`src/rtl/ula_pkg.sv`:
```
// ula_pkg: definitions shared by the ULA driver and top_ula.
//   ULA_WIDTH  default operand/result width
//   OP_*       two-bit operation codes understood by top_ula
//   CNT_W      width of the driver's settle counter (SETTLE is 1..15)
//   ula_state_e driver FSM state encoding, also exported on state_dbg
package ula_pkg;

  localparam int unsigned ULA_WIDTH = 16;

  localparam logic [1:0] OP_ADD = 2'b00;
  localparam logic [1:0] OP_SUB = 2'b01;
  localparam logic [1:0] OP_AND = 2'b10;
  localparam logic [1:0] OP_OR  = 2'b11;

  localparam int unsigned CNT_W = 4;

  typedef enum logic [1:0] {
    ST_IDLE  = 2'd0,
    ST_DRIVE = 2'd1,
    ST_RESP  = 2'd2
  } ula_state_e;

endpackage

```
`src/rtl/ula_driver.sv`:
```
// ula_driver: takes one command at a time, drives the operands onto the
// external ULA, waits SETTLE cycles, captures the result, compares it with the
// expected value and returns it on a response handshake.
//
// Ports
//   clk, rst_n                clock, asynchronous active-low reset
//   cmd_valid/cmd_ready       command handshake
//   cmd_a, cmd_b, cmd_op      operands and op code for the ULA
//   cmd_exp                   expected ULA result for this command
//   ula_a, ula_b, ula_op      registered drive to the ULA (held between commands)
//   ula_c                     result from the ULA
//   rsp_valid/rsp_ready       response handshake
//   rsp_c, rsp_err            captured result and mismatch flag
//   err_count                 saturating count of mismatching captures
//   busy                      high whenever a command is in flight
//   state_dbg                 current FSM state
//
// Handshakes: a transfer happens on a rising edge where valid and ready are
// both high. cmd_ready depends only on state, never on cmd_valid. Once
// rsp_valid rises, rsp_c/rsp_err stay stable until the transfer; rsp_ready may
// be high early, which completes the response in its first cycle.
//
// SETTLE must lie in 1..15 (it is loaded into a 4-bit counter).
module ula_driver
  import ula_pkg::*;
#(
  parameter int unsigned WIDTH  = ULA_WIDTH,
  parameter int unsigned SETTLE = 1
) (
  input  logic             clk,
  input  logic             rst_n,
  input  logic             cmd_valid,
  output logic             cmd_ready,
  input  logic [WIDTH-1:0] cmd_a,
  input  logic [WIDTH-1:0] cmd_b,
  input  logic [1:0]       cmd_op,
  input  logic [WIDTH-1:0] cmd_exp,
  output logic [WIDTH-1:0] ula_a,
  output logic [WIDTH-1:0] ula_b,
  output logic [1:0]       ula_op,
  input  logic [WIDTH-1:0] ula_c,
  output logic             rsp_valid,
  input  logic             rsp_ready,
  output logic [WIDTH-1:0] rsp_c,
  output logic             rsp_err,
  output logic [7:0]       err_count,
  output logic             busy,
  output ula_state_e       state_dbg
);

  ula_state_e       state_q, state_d;
  logic [CNT_W-1:0] cnt_q;
  logic [WIDTH-1:0] exp_q;
  logic             accept, capture, done;
  logic             mismatch;

  assign mismatch = (ula_c != exp_q);

  // State register
  always_ff @(posedge clk or negedge rst_n) begin
    if (!rst_n) state_q <= ST_IDLE;
    else        state_q <= state_d;
  end

  // Next state and per-cycle strobes
  always_comb begin
    state_d = state_q;
    accept  = 1'b0;
    capture = 1'b0;
    done    = 1'b0;
    case (state_q)
      ST_IDLE: begin
        if (cmd_valid) begin
          accept  = 1'b1;
          state_d = ST_DRIVE;
        end
      end
      ST_DRIVE: begin
        // The counter reaches 0 on this edge when it currently holds 1.
        // "<= 1" also rescues a stuck 0 rather than hanging in DRIVE.
        if (cnt_q <= CNT_W'(1)) begin
          capture = 1'b1;
          state_d = ST_RESP;
        end
      end
      ST_RESP: begin
        if (rsp_ready) begin
          done    = 1'b1;
          state_d = ST_IDLE;
        end
      end
      default: state_d = ST_IDLE;
    endcase
  end

  // Datapath: operand drive, settle counter, result capture, error count
  always_ff @(posedge clk or negedge rst_n) begin
    if (!rst_n) begin
      ula_a     <= '0;
      ula_b     <= '0;
      ula_op    <= '0;
      exp_q     <= '0;
      cnt_q     <= '0;
      rsp_c     <= '0;
      rsp_err   <= 1'b0;
      err_count <= '0;
    end else begin
      if (accept) begin
        ula_a  <= cmd_a;
        ula_b  <= cmd_b;
        ula_op <= cmd_op;
        exp_q  <= cmd_exp;
        cnt_q  <= CNT_W'(SETTLE);
      end else if (state_q == ST_DRIVE && cnt_q != '0) begin
        cnt_q <= cnt_q - CNT_W'(1);
      end

      if (capture) begin
        rsp_c   <= ula_c;
        rsp_err <= mismatch;
        if (mismatch && err_count != 8'hFF) err_count <= err_count + 8'd1;
      end

      // rsp_c keeps the last result; only the error flag is cleared.
      if (done) rsp_err <= 1'b0;
    end
  end

  assign cmd_ready = (state_q == ST_IDLE);
  assign busy      = ~cmd_ready;
  assign rsp_valid = (state_q == ST_RESP);
  assign state_dbg = state_q;

endmodule

```
`config.mk`:
```
export PLATFORM = sky130hd
export DESIGN_NAME = ula_driver
export DESIGN_NICKNAME = d
export VERILOG_FILES = /design/src/rtl/ula_pkg.sv /design/src/rtl/ula_driver.sv
export SDC_FILE = /design/constraint.sdc
export NUM_CORES = 1
export LEC_CHECK = 0
export ABC_AREA = 1
export BUFFER_PORTS_ARGS = -buffer_cell sky130_fd_sc_hd__buf_2
export CAP_MARGIN = 10
export CORE_ASPECT_RATIO = 1.1
export CORE_MARGIN = 2
export CORE_UTILIZATION = 45
export CTS_CLUSTER_SIZE = 12
export DETAILED_ROUTE_END_ITERATION = 12
export PLACE_DENSITY = 0.73
export SLEW_MARGIN = 20
export SYNTH_ARGS = -nofsm -noshare
export SYNTH_HDL_FRONTEND = slang
export SYNTH_SLANG_ARGS = --single-unit
```
`constraint.sdc`:
```
create_clock -name clk -period 2.6 [get_ports clk]
set_input_delay 0.52 -clock clk [delete_from_list [all_inputs] [get_ports clk]]
set_output_delay 0.52 -clock clk [all_outputs]
set_load 0.02 [all_outputs]
```
# After elaboration in Yosys (flattened, before gate mapping)
# Index checks and enable logic that the tools add are counted.
[word_totals]
output_inout_bits = 64
inputBits = 70
wordCells = 42
register_bits = 81
[op_classes]
n_bitwise = 1
eq_ne = 7
addsub = 2
n_lt_le_gt_ge = 1
reduce_logical = 8
muxes = 14
[op_table]
columns = ["operator", "count"]
rows = [
  ["$ne A16 B16 Y1", 1],
  ["$add A8 B1 Y8 const B", 1],
  ["$mux W1", 8],
  ["$mux W4", 2],
  ["$ne A8 B8 Y1 const B", 1],
  ["$mux W2", 3],
  ["$pmux W2 S3", 1],
  ["$le A4 B1 Y1 const B", 1],
  ["$ne A2 B2 Y1 const B", 2],
  ["$reduce_bool A2 Y1", 2],
  ["$reduce_bool A4 Y1", 1],
  ["$sub A4 B1 Y4 const B", 1],
  ["$reduce_and A3 Y1", 1],
  ["$eq A2 B1 Y1 const B", 1],
  ["$eq A2 B2 Y1 const B", 1],
  ["$logic_and A1 B1 Y1", 2],
  ["$logic_not A2 Y1", 1],
  ["$ne A2 B1 Y1 const B", 1],
  ["$reduce_and A2 Y1", 1],
  ["$not A1 Y1", 1],
]

# Longest topological paths before layout
# Gate-level depths: netlist (run 1).
[depth]
ltp_word = 5
depth_mapped = 11
ltp_nobuf = 10

# Worst setup path before layout (run 1)
# Ideal clock, no wire load.
[synth_path]
path_kind = "register -> output"
startpoint = "register state_q[1] (netlist: state_dbg[1])"
endpoint = "output port rsp_valid"
path_slack_ps = 1122
n_path_buf = 0
required_time_ps = 2080
stages_incl_launch_ff = 3
arrival_ps = 958
path_cell_list = "dfrtp_1 inv_1 nor2_1"
[synth_via]
elab_chain_cells = 1
[synth_rtl]
columns = ["item", "line", "rtl"]
rows = [
  ["from (decl)", "ula_driver.sv:51", "ula_state_e state_q, state_d;"],
  ["from (signal assigned)", "ula_driver.sv:62", "else state_q <= state_d;"],
  ["$eq A2 B2 Y1", "ula_driver.sv:131", "assign rsp_valid = (state_q == ST_RESP);"],
  ["to (decl)", "ula_driver.sv:42", "output logic rsp_valid,"],
]
# No other way between the ends.

# Worst setup path after layout (run 1)
[layout_path]
startpoint = "register cnt_q[0]"
endpoint = "register err_count[2]"
[layout_via]
elab_chain_cells = 4
[layout_rtl]
columns = ["item", "line", "rtl"]
rows = [
  ["from (decl)", "ula_driver.sv:52", "logic [CNT_W-1:0] cnt_q;"],
  ["from (signal assigned)", "ula_driver.sv:113", "cnt_q <= CNT_W'(SETTLE);"],
  ["from (signal assigned)", "ula_driver.sv:115", "cnt_q <= cnt_q - CNT_W'(1);"],
  ["$le A4 B1 Y1", "ula_driver.sv:81", "if (cnt_q <= CNT_W'(1)) begin"],
  ["$mux W1", "ula_driver.sv:81", ""],
  ["$mux W1", "ula_driver.sv:71", "case (state_q)"],
  ["$reduce_and A2 Y1 (no source line)", "--", ""],
  ["to (signal assigned)", "ula_driver.sv:121", "if (mismatch && err_count != 8'hFF) err_count <= err_count + 8'd1;"],
  ["to (decl)", "ula_driver.sv:46", "output logic [7:0] err_count,"],
]
# No other way between the ends.
# A chain may end at the register's enable or synchronous reset.

==> parameters.txt, run 1 <==
Parameter                              Value

Outcome
  Result of the run ... completed

Synth
  Synth Area in XOR/XNOR ... 0.0116
  Register area share after synthesis ... 0.538
  Dominant combinational cell family by area after synthesis ... simple AND/OR/NAND/NOR gates
  EDFF count, synth ... 0
  Flip-flop and latch count after synthesis ... 81
  Post-Synth Adder-Cell Area ... 0.0133
  Mux contribution to synthesized area ... 0.135
  Main flop type after synthesis ... sky130_fd_sc_hd__dfrtp_1
  Syn_area_per_cell ... 10.2 µm²
  Fraction of the mapped netlist area in compound gates ... 0.0525
  Number of instances in the synthesized netlist ... 371
  Syn_nets ... 445
  Synth Cell Area ... 3770 µm²
  Area share of the leading cell type in the synthesized netlist ... 0.538
  Synth Area in Simple Gates ... 0.181
  Top area cells in the synthesized netlist ... sky130_fd_sc_hd__dfrtp_1, sky130_fd_sc_hd__mux2_4, sky130_fd_sc_hd__nand2_1
  Library cells used by synthesis ... 26
  Dominant cell type by area after synthesis ... sky130_fd_sc_hd__dfrtp_1
  Post-synth ARST share ... 1.00
  Syn. warnings ... 0

Global route
  Pin count of the biggest net entering global routing ... 54
  Overflow left after global routing ... 0
  Via count of the first global-routing pass ... 2818
  Total routing usage reported by global routing ... 0.176
  Number of antenna violations at the first check in global routing ... 0
  First-pass GRT wire length ... 12800 µm

Clock tree
  Post-CTS resize count ... 0
  Post CTS Setup Buffer Count ... 0
  Source-to-sink clock delay at the later pin of the worst-skew pair ... 0.35 ns
  Clock-pin slew reported for the worst setup and hold paths after clock tree synthesis ... 0.08 ns
  Hold buffer count at cts ... 0
  Count of H-tree levels built during CTS ... 3
  CTS Root Buffer Type ... sky130_fd_sc_hd__clkbuf_8
  CTS Buf Count ... 9
  Clock tree from TritonCTS ... yes
  Clk buf depth ... 2
  Number of sinks handled by clock tree synthesis ... 81

STA
  Highest achievable clock rate ... 0.523 GHz
  Normalized max-slew margin ... 0.465
  Number of hold-slack violations in the final timing report ... 0
  Setup repair after global routing missed its margin ... false
  Shortest clock period the worst path allows after layout ... 1.91 ns
  Final sum of negative setup slack ... 0 ns
  Worst-margin pin slew ... 0.802 ns
  Number of max-slew violations in the final report ... 0
  Crit share post-route ... 0.735
  Final setup viols ... 0
  Final worst clock skew ... 0.00769 ns

Setup path
  Biggest cell delay along the critical path ... 0.38 ns
  CP arrival ... 2.20 ns
  Startpoint of the worst-slack reg-to-reg timing path ... cnt_q[0]
  Register-to-register path setup slack ... 0.69 ns
  Critical path's slowest cell ... sky130_fd_sc_hd__dfrtp_1
  Cell-by-cell listing of the critical path ... inv_1 -> ha_1 -> or2_1 -> nand3_4 -> clkinv_2 -> nand3_4 -> nand2_1 -> nand2_1
  R2R cell count ... 8
  CP Max Fanout ... 36
  Req. time, crit path ... 2.89 ns
  Worst setup EP type ... flip-flop
  Startpoint kind of the worst setup timing path ... flip-flop
  Critical path start-end classification ... reg2reg
  Endpoint of the worst register-to-register path ... err_count[2]

Cells and area
  Final instance area ... 4740 µm²
  Final-stage net count ... 580
  Filler Cells Inserted ... 723
  Layout area overhead ... 25.8%
  Proportion of layout cells with a drive suffix above 1 ... 0.391
  Post-layout util ... 0.572
  Number of antenna repair diodes ... 0

Floorplanning
  Total Die Area ... 9120 µm²
  Die width ... 91.2 µm
  Initial Utilization ... 0.455
  Number of top-level design ports ... 134
  Floorplan die height ... 100 µm
  Count of standard-cell rows ... 35
  Core footprint ... 8280 µm²

Routing
  Post-route DRC ... 0
  Routed Wire Length ... 7680 µm
  Number of vias after detailed routing ... 2902
  Violation count after the first detailed-route iteration ... 73
  Routed via count divided by cell count ... 4.67
  Wire length per cell after detailed routing ... 12.3 µm
  Final ANT Viol Nets ... 0
  First-pass DRT Iterations ... 4

Place
  Weighted congestion at the end of routability-driven global placement ... 0.746
  Detailed Place HPWL ... 5590 µm
  Dpl cell area ... 4510 µm²
  Port buffer count ... 133

Hold path
  Type of the most critical hold path ... in2async

Power and ir drop
  Static leakage ... 2.66 nW
  Power density over the cells ... 1250 nW/µm²
  Worst IR drop on VDD ... 0.634 mV

Run
  Number of violations of the max-capacitance limit ... 0
per-stage QoR:
step | cells | setup slack [ns] | power [mW] | hold WS, ns
3_5_place_dp | 606 | 0.685 | 4.91 | 0.475
3_3_place_gp | 606 | 0.756 | 4.83 | 0.466
6_report | 622 | 0.689 | 5.90 | 0.169
2_1_floorplan | 371 | 1.12 | 4.13 | 0.224
4_1_cts | 622 | 0.658 | 5.98 | 0.177
5_1_grt | 622 | 0.484 | 6.33 | 0.207
worst max-delay path by stage:
stage	from	endpoint	slack, ns	cells after the start
2_1_floorplan	state_dbg[1]	rsp_valid	1.12	2
3_3_place_gp	cnt_q[0]	err_count[6]	0.76	8
3_5_place_dp	cnt_q[0]	err_count[2]	0.69	8
4_1_cts	cnt_q[0]	err_count[2]	0.66	8
5_1_grt	cnt_q[0]	err_count[2]	0.48	8
6_report	cnt_q[0]	err_count[2]	0.69	8
sequential cells by signal, indices dropped and copies added, names as in the netlist:
signal,count
exp_q,16
rsp_c,16
ula_a,16
ula_b,16
err_count,8
cnt_q,4
state_dbg,2
ula_op,2
rsp_err,1
layer usage:
layer	global-route usage	routed length, µm	vias up
met4	0.0653	114	0
met5	0	0	-
met2	0.288	3590	106
li1	-	-	1444
met1	0.224	3380	1339
met3	0.0495	589	13
power breakdown:
part | total, mW | switching, mW | leakage, nW | internal [mW]
clock | 1.04 | 0.450 | 0.115 | 0.590
combinational | 2.66 | 1.54 | 1.58 | 1.12
sequential | 2.20 | 0.355 | 0.967 | 1.85
placed cells by master, fill, tap and decap left out, types with 8 or more instances in the layout:
cell / synthesis / final
sky130_fd_sc_hd__mux2_4: 33 / 33
sky130_fd_sc_hd__a21oi_1: 19 / 19
sky130_fd_sc_hd__o21ai_1: 17 / 17
sky130_fd_sc_hd__dfrtp_1: 81 / 81
sky130_fd_sc_hd__inv_1: 39 / 39
sky130_fd_sc_hd__nand2_1: 98 / 98
sky130_fd_sc_hd__buf_2: 5 / 132
sky130_fd_sc_hd__clkbuf_8: 0 / 11
sky130_fd_sc_hd__nor2_1: 29 / 29
sky130_fd_sc_hd__nand4_1: 8 / 8
cells by family (layout without fill, tap and decap cells):
family	count (synthesis)	count (layout)
AND/OR/NAND/NOR	153	153
flip-flops	81	81
buffers and inverters	55	195
AO/OA/AOI/OAI	39	39
multiplexers	34	34
XOR/XNOR	5	5
adder cells (fa/ha/maj)	4	4
Yosys cell counts, types with 3 or more instances:
library cell,n
sky130_fd_sc_hd__dfrtp_1,81
sky130_fd_sc_hd__nor2_1,29
sky130_fd_sc_hd__o21ai_1,17
sky130_fd_sc_hd__inv_1,39
sky130_fd_sc_hd__buf_2,5
sky130_fd_sc_hd__a21oi_1,19
sky130_fd_sc_hd__nand3_1,7
sky130_fd_sc_hd__nand2_1,98
sky130_fd_sc_hd__buf_6,6
sky130_fd_sc_hd__nand4_1,8
sky130_fd_sc_hd__mux2_4,33
sky130_fd_sc_hd__nand3_4,3
sky130_fd_sc_hd__ha_1,4
sky130_fd_sc_hd__xnor2_1,3
sky130_fd_sc_hd__inv_2,4
layout make-up:
cell class,instances,area (µm²),share of cell area
inverters,44,166,0.0351
flip-flops and latches,81,2030,0.428
clock buffers,11,151,0.0320
well taps,111,139,0.0293
repair buffers,135,696,0.147
multi-input cells,235,1480,0.313
clock inverters,5,77.6,0.0164
worst max-delay path: cells and delay by family (launching register included):
family	cells	cell delay, ns
flip-flops	1	0.38
buffers and inverters	2	0.35
AND/OR/NAND/NOR	5	0.90
adder cells (fa/ha/maj)	1	0.23
(Power assumes the default switching activity.)
==> inputs of run 2 (changes only) <==
--- a/config.mk
+++ b/config.mk
@@ -13,7 +13,7 @@
 export CORE_UTILIZATION = 45
 export CTS_CLUSTER_SIZE = 12
 export DETAILED_ROUTE_END_ITERATION = 12
-export PLACE_DENSITY = 0.73
+export PLACE_DENSITY = 0.76
 export SLEW_MARGIN = 20
 export SYNTH_ARGS = -nofsm -noshare
 export SYNTH_HDL_FRONTEND = slang
==> constraint.sdc (replaced) <==
create_clock -name clk -period 1.7 [get_ports clk]
set_input_delay 0.34 -clock clk [delete_from_list [all_inputs] [get_ports clk]]
set_output_delay 0.34 -clock clk [all_outputs]
set_load 0.02 [all_outputs]
==> parameters.txt, run 2 (synthesis results as in run 1) <==
Parameter                              Value

Cells and area
  Combined flip-flop and latch cell area ... 2030 µm²
  Final-stage net count ... 584
  Filler Cells Inserted ... 706
  Most common cell after layout, fill and taps aside ... sky130_fd_sc_hd__buf_2
  Non-filler cells in the finished layout ... 627
  Area of the multi-input gates ... 1480 µm²
  Highest-count cells in the layout ignoring fill and taps ... sky130_fd_sc_hd__buf_2, sky130_fd_sc_hd__nand2_1, sky130_fd_sc_hd__dfrtp_1
  Proportion of layout cells with a drive suffix above 1 ... 0.394
  Layout area overhead ... 26.6%

Clock tree
  Count of H-tree levels built during CTS ... 3
  Source-to-sink clock delay at the later pin of the worst-skew pair ... 0.34 ns
  Post CTS Setup Buffer Count ... 0
  Clock-pin slew reported for the worst setup and hold paths after clock tree synthesis ... 0.09 ns
  Number of sinks handled by clock tree synthesis ... 81
  Clock tree from TritonCTS ... yes
  CTS Root Buffer Type ... sky130_fd_sc_hd__clkbuf_8
  CTS Buf Count ... 9
  Clk buf depth ... 2

Setup path
  Biggest cell delay along the critical path ... 0.47 ns
  CP arrival ... 1.25 ns
  Endpoint of the worst register-to-register path ... rsp_c[9]
  Cell-by-cell listing of the critical path ... inv_1 -> nor2_1 -> buf_2
  Worst setup EP type ... output port
  Startpoint kind of the worst setup timing path ... flip-flop
  Req. time, crit path ... 1.36 ns
  Startpoint of the worst-slack reg-to-reg timing path ... cnt_q[0]
  CP Max Fanout ... 4
  R2R cell count ... 7
  Critical path start-end classification ... reg2out
  Register-to-register path setup slack ... 0.17 ns
  Critical path's slowest cell ... sky130_fd_sc_hd__dfrtp_1

Floorplanning
  Total Die Area ... 9120 µm²
  Die width ... 91.2 µm
  Core footprint ... 8280 µm²
  Count of standard-cell rows ... 35
  Initial Utilization ... 0.455
  Number of top-level design ports ... 134
  Floorplan die height ... 100 µm

STA
  Normalized max-slew margin ... 0.812
  Shortest clock period the worst path allows after layout ... 1.59 ns
  Highest achievable clock rate ... 0.630 GHz
  Number of hold-slack violations in the final timing report ... 0
  Worst hold-check slack ... 0.179 ns
  Worst-margin pin slew ... 0.281 ns
  Number of max-slew violations in the final report ... 0
  Final setup viols ... 0
  Final sum of negative setup slack ... 0 ns
  Crit share post-route ... 0.933
  Final worst clock skew ... 0.00850 ns
  Setup repair after global routing missed its margin ... false

Place
  Port buffer count ... 133
  Placed insts ... 609
  Weighted congestion at the end of routability-driven global placement ... 0.798
  Detailed Place HPWL ... 5750 µm

Outcome
  Result of the run ... completed

Routing
  Wire length per cell after detailed routing ... 12.3 µm
  Violation count after the first detailed-route iteration ... 120
  Final ANT Viol Nets ... 0
  First-pass DRT Iterations ... 4
  Routed Wire Length ... 7730 µm
  Post-route DRC ... 0
  Number of vias after detailed routing ... 2944
  Routed via count divided by cell count ... 4.70

Hold path
  Type of the most critical hold path ... in2reg
  Hold path depth ... 2
  Hold_sp ... rsp_ready
  End point of the most critical hold path ... state_dbg[1]

Power and ir drop
  Power Total ... 8.87 mW
  Worst IR drop on VDD ... 1.01 mV
  Static leakage ... 2.67 nW
  Power density over the cells ... 1860 nW/µm²

Global route
  First-pass GRT wire length ... 13300 µm
  Total routing usage reported by global routing ... 0.181
  Overflow left after global routing ... 0
  Pin count of the biggest net entering global routing ... 46
  Via count of the first global-routing pass ... 3031
  Number of antenna violations at the first check in global routing ... 1

Run
  Number of violations of the max-capacitance limit ... 0
==> run 2: worst max-delay path by stage <==
stage,from,to,slack (ns),cells past startpoint
3_3_place_gp,cnt_q[0],err_count[6],0.22,8
6_report,state_dbg[1],rsp_valid,0.11,3
2_1_floorplan,state_dbg[1],ula_a[0],0.25,4
3_5_place_dp,cnt_q[0],err_count[6],0.15,8
5_1_grt,state_dbg[1],rsp_valid,0.01,3
4_1_cts,state_dbg[1],busy,0.10,3
==> run 2: where the power goes <==
group | leakage (nW) | switching (mW) | internal (mW) | total [mW]
combinational | 1.61 | 2.40 | 1.79 | 4.19
sequential | 0.967 | 0.535 | 2.82 | 3.36
clock | 0.0899 | 0.737 | 0.589 | 1.33
total | 2.67 | 3.67 | 5.20 | 8.87
==> run 2: critical path: cells and delay by family, from the launching register on <==
| kind | cells | cell delay, ns |
|---|---|---|
| and+or+nand+nor | 1 | 0.14 |
| DFF | 1 | 0.47 |
| buffers and inverters | 2 | 0.29 |
==> run 2: final cells by class <==
| cell class | count | share of cell area |
|---|---|---|
| inverter | 44 | 0.0351 |
| sequential | 81 | 0.425 |
| multi-input combinational | 235 | 0.311 |
| antenna | 1 | 0.000525 |
| timing repair buffer | 139 | 0.161 |
| clock buffer | 10 | 0.0288 |
| tap | 111 | 0.0291 |
| clock inverter | 6 | 0.0105 |
==> run 2: what timing repair did <==
action / CTS / global route
hold buffers: 1 / 0
endpoints found under the hold margin: 18 / 0
setup endpoints to repair: 0 / 1
gates resized for setup: 0 / 1
==> run 2: through the flow <==
stage,setup slack [ns],util,cell area [µm²]
global placement,0.221,0.552,4570
floorplan,0.245,-,3770
global route,0.0105,0.576,4770
detailed placement,0.149,0.552,4570
finish,0.114,0.576,4770
CTS,0.103,0.576,4770
==> run 2: routing by layer <==
layer	GRT usage	wire, µm	up-vias
met2	0.299	3670	109
met4	0.0629	105	0
met3	0.0571	552	10
li1	-	-	1456
met5	0	0	-
met1	0.228	3400	1369
